### config.mk
export PLATFORM = sky130hd
export DESIGN_NAME = mem_arb
export DESIGN_NICKNAME = d
export VERILOG_FILES = /design/src/rtl/mem_arb.sv
export SDC_FILE = /design/constraint.sdc
export NUM_CORES = 1
export LEC_CHECK = 0
export CORE_AREA = 2 2 99 101
export CTS_CLUSTER_DIAMETER = 120
export DETAILED_ROUTE_END_ITERATION = 8
export DIE_AREA = 0 0 101 103
export HOLD_SLACK_MARGIN = 0.1
export SLEW_MARGIN = 0
export SYNTH_ARGS = -nofsm -noshare
export SYNTH_HDL_FRONTEND = slang
export SYNTH_SLANG_ARGS = --single-unit
### constraint.sdc
create_clock -name clk -period 5.8 [get_ports clk]
set_input_delay 1.74 -clock clk [delete_from_list [all_inputs] [get_ports clk]]
set_output_delay 1.74 -clock clk [all_outputs]
set_load 0.01 [all_outputs]
### src/rtl/mem_arb.sv
// Round-robin arbiter sharing the RAM data port between the load/store unit (m0)
// and the debug loader (m1); rejects misaligned/illegal accesses and routes read data back.
module mem_arb #(
    parameter int AW = 14,
    parameter int DW = 32
) (
    input  logic          clk,
    input  logic          rst_n,

    input  logic          m0_req,
    input  logic          m0_we,
    input  logic          m0_uns,
    input  logic [1:0]    m0_size,
    input  logic [AW-1:0] m0_addr,
    input  logic [DW-1:0] m0_wdata,
    output logic          m0_gnt,
    output logic          m0_rvalid,
    output logic [DW-1:0] m0_rdata,
    output logic          m0_err,

    input  logic          m1_req,
    input  logic          m1_we,
    input  logic          m1_uns,
    input  logic [1:0]    m1_size,
    input  logic [AW-1:0] m1_addr,
    input  logic [DW-1:0] m1_wdata,
    output logic          m1_gnt,
    output logic          m1_rvalid,
    output logic [DW-1:0] m1_rdata,
    output logic          m1_err,

    output logic          ram_w_en,
    output logic          ram_u_en,
    output logic [AW-1:0] ram_d_addr,
    output logic [DW-1:0] ram_d_in,
    output logic [1:0]    ram_d_size,
    input  logic [DW-1:0] ram_d_out
);

    logic last_q,     last_d;
    logic pend_v_q,   pend_v_d;
    logic pend_id_q,  pend_id_d;
    logic pend_err_q, pend_err_d;

    logic bad0, bad1;
    logic gnt0, gnt1, any_gnt;
    logic sel_bad, sel_we;

    function automatic logic is_bad(input logic [1:0] size, input logic [1:0] a_lo);
        return (size == 2'b11) |
               ((size == 2'b01) & a_lo[0]) |
               ((size == 2'b10) & (a_lo != 2'b00));
    endfunction

    always_comb begin
        bad0 = is_bad(m0_size, m0_addr[1:0]);
        bad1 = is_bad(m1_size, m1_addr[1:0]);

        // The requester that did not win last time gets priority under contention.
        gnt0 = rst_n & m0_req & (~m1_req | last_q);
        gnt1 = rst_n & m1_req & (~m0_req | ~last_q);
        any_gnt = gnt0 | gnt1;

        sel_bad = gnt1 ? bad1  : bad0;
        sel_we  = gnt1 ? m1_we : m0_we;

        // With no grant the bus idles on m0's inputs; the resulting read is never returned.
        ram_d_addr = gnt1 ? m1_addr  : m0_addr;
        ram_d_size = gnt1 ? m1_size  : m0_size;
        ram_d_in   = gnt1 ? m1_wdata : m0_wdata;
        ram_u_en   = gnt1 ? m1_uns   : m0_uns;
        ram_w_en   = any_gnt & sel_we & ~sel_bad;

        m0_gnt = gnt0;
        m1_gnt = gnt1;
    end

    always_comb begin
        last_d = last_q;
        if (gnt0) begin
            last_d = 1'b0;
        end else if (gnt1) begin
            last_d = 1'b1;
        end

        // Loads and rejected accesses owe a response next cycle; good stores do not.
        pend_v_d   = any_gnt & (sel_bad | ~sel_we);
        pend_id_d  = gnt1;
        pend_err_d = sel_bad;
    end

    always_ff @(posedge clk or negedge rst_n) begin
        if (!rst_n) begin
            last_q     <= 1'b1;
            pend_v_q   <= 1'b0;
            pend_id_q  <= 1'b0;
            pend_err_q <= 1'b0;
        end else begin
            last_q     <= last_d;
            pend_v_q   <= pend_v_d;
            pend_id_q  <= pend_id_d;
            pend_err_q <= pend_err_d;
        end
    end

    always_comb begin
        m0_rvalid = pend_v_q & ~pend_err_q & ~pend_id_q;
        m1_rvalid = pend_v_q & ~pend_err_q &  pend_id_q;
        m0_err    = pend_v_q &  pend_err_q & ~pend_id_q;
        m1_err    = pend_v_q &  pend_err_q &  pend_id_q;
        m0_rdata  = ram_d_out;
        m1_rdata  = ram_d_out;
    end

endmodule
==> flow_summary.yaml <==
placement:
  gp_congestion: 0.661
  placed_area_sq_um: 2790
  numPortBuffers: 159
  dp_hpwl_mm: 4.25
clock_network:
  h-tree-depth: 1
  insertion_delay_ps: 210
  clockRootBuffer: "clkbuf_8"
  cts_tree: "built"
  post_cts_buffers: 0
  clockBufferDepth: 2
  clock-sinks: 4
  ctsResizeCount: 0
  clk_pin_slew_ps: 30
  cts_buffers: 3
  cts_hold_buf: 0
critical_path:
  crit_start: "m0_req"
  worstReg2RegEnd: "pend_v_q"
  reg2reg_from: "last_q"
  critPathArrivalTime_ps: 3600
  start_kind: "input pin"
  crit_fanout: 26
  crit_path_cell_trace: "clkdlybuf4s50_1 > nand2_1 > nand3_2 > inv_4 > buf_12 > mux2_2 > clkdlybuf4s50_1"
  critical-path-slowest-cell: "clkdlybuf4s50_1"
  cp-end-kind: "output pin"
  slowest_delay_ps: 480
  crit_required_ps: 4060
  rrSetupSlack_ps: 4680
  path_class: "in2out"
  cp-endpoint: "ram_d_in[22]"
  rr_worst_depth: 3
  crit_top_cell: "clkdlybuf4s50_1"
  path_depth: 7
  crit_family: "buffers and inverters"
  critical_path_buf_inv_count: 4
timing:
  worstMarginPinSlew_ps: 272
  rsz0062_at_grt: "no"
  maxSlewViolCount: 0
  finalCritPeriodShare_pct: 92.0
  fin_skew_ps: 0.897
  relSlewSlack_pct: 81.8
  setup_viol: 0
  hold_viol_final: 0
  fmax_mhz: 187
  timing.hold.ws_ps: 536
  tns_ps: 0
  min_period_ps: 5340
routing:
  drc: 0
  ant_nets: 0
  postRouteWirelength_mm: 4.80
  firstDrtPassIters: 4
  routedWlPerCell_um: 13.4
  first_iter_violations: 10
  vias_per_cell: 3.77
  route.vias.total: 1352
floorplanning:
  dieWidth_um: 101
  coreArea_sq_um: 9460
  die_h_um: 103
  die_area_sq_um: 10400
  io_pins: 256
  initial_core_util_pct: 16.3
  std_cell_rows: 36
power_and_ir_drop:
  pwr-share-seq_pct: 10.8
  p_int_uw: 244
  p_total_uw: 330
  pwr-share-clk_pct: 18.7
  comb_power_share_pct: 70.6
  pwr_density_cell_nw_per_um2: 116
  leakage_uw: 0.00113
  p_sw_uw: 85.6
  swShare_pct: 25.9
  irDropWorstVdd_v: 0.0000622
yosys:
  synth_nets: 284
  ys_types: 22
  syn_inst: 148
  synth_seq_cells: 4
  syn_area_sq_um: 1540
  synth.yosys.warnings: 0
  yosysSeqAreaShare_pct: 6.56
  syn_avg_cell_area_sq_um: 10.4
final_layout:
  fin_util_pct: 30.0
  num_antenna_cells: 0
  final_area_sq_um: 2830
  fin_nets: 382
  drive_gt1_share_pct: 23.7
  layout-area-overhead-vs-synth_pct: 83.5
global_route:
  grt_pass1_wl_mm: 6.38
  grt_pass1_vias: 1326
  antenna_found_initial: 0
  grt_max_degree: 27
  grt_overflow: 0
  track_usage_pct: 7.75
run:
  maxCapViolCount: 0
hold_path:
  hp-class: "reg2reg"
run_status:
  status: "completed"
[layout by cell type (no fill, tap or decap), types with 2 or more instances in the layout]
| master | n |
|---|---|
| nor3b_1 | 5 |
| o21a_1 | 2 |
| dfrtp_1 | 3 |
| nand2_1 | 3 |
| o22ai_1 | 2 |
| mux2_4 | 48 |
| buf_12 | 2 |
| clkdlybuf4s50_1 | 159 |
| nor2_1 | 3 |
| clkbuf_8 | 3 |
[per-layer routing]
layer / track usage (%) / vias up / routed length, um
li1: - / 643 / -
met1: 8.29 / 595 / 1660
met2: 13.8 / 101 / 2460
met3: 3.25 / 13 / 574
met4: 2.70 / 0 / 104
met5: 0 / - / 0
[synthesized netlist by cell type]
master	count	area share (%)
a211o_1	1	0.57
a21oi_1	1	0.32
a31oi_1	1	0.41
a32o_1	1	0.65
and3_1	1	0.41
and3b_1	1	0.57
buf_4	64	31
buf_6	5	3.6
dfrtp_1	3	4.9
dfstp_2	1	1.7
inv_4	1	0.41
mux2_2	1	0.73
mux2_4	48	47
mux2i_1	1	0.65
nand2_1	3	0.73
nand3_2	1	0.65
nor2_1	3	0.73
nor2b_1	1	0.41
nor3b_1	5	2.4
o21a_1	2	0.97
o22ai_1	2	0.81
o32ai_1	1	0.57
[flip-flops by register name, indices dropped and copies added (netlist names)]
signal,flops
last_q,1
pend_v_q,1
pend_id_q,1
pend_err_q,1
[logic make-up after synthesis]
group	synth area share, %
flip-flops	6.56
AND/OR/NAND/NOR	5.92
multiplexers	48.1
AO/OA/AOI/OAI	4.29
buffers and inverters	35.2
[tightest hold or removal path: stages (launching register included)]
cell and delay, ps:
dfstp_2 370, a21oi_1 110, a31oi_1 50
[power groups by stage]
stage               clock network [uW]  registers (uW)  logic [uW]
floorplan                            0            35.1         141
global placement                     0            35.6         234
CTS                               63.5            35.6         236
global route                      66.6            36.3         247
detailed placement                   0            35.9         235
finish                            61.6            35.6         233
[cell type report]
| type | count | area (sq um) |
|---|---|---|
| Sequential cell | 4 | 101 |
| Multi-Input combinational cell | 74 | 900 |
| Fill cell | 1007 | 6630 |
| Inverter | 1 | 6.26 |
| Timing Repair Buffer | 162 | 1640 |
| Clock buffer | 4 | 45.0 |
| Tap cell | 114 | 143 |
[metrics by stage]
step | cells | setup slack [ps]
floorplan | 148 | 1540
global placement | 355 | 496
detailed placement | 355 | 458
CTS | 359 | 453
global route | 359 | 397
finish | 359 | 462
[worst min-delay path by stage]
stage | startpoint | to | slack, ps | cells after the start
global placement | last_q | last_q | 530 | 2
floorplan | last_q | last_q | 510 | 2
finish | last_q | last_q | 540 | 2
detailed placement | last_q | last_q | 530 | 2
CTS | last_q | last_q | 540 | 2
global route | last_q | last_q | 580 | 2
Note: power is estimated with default switching activity, not from simulation.
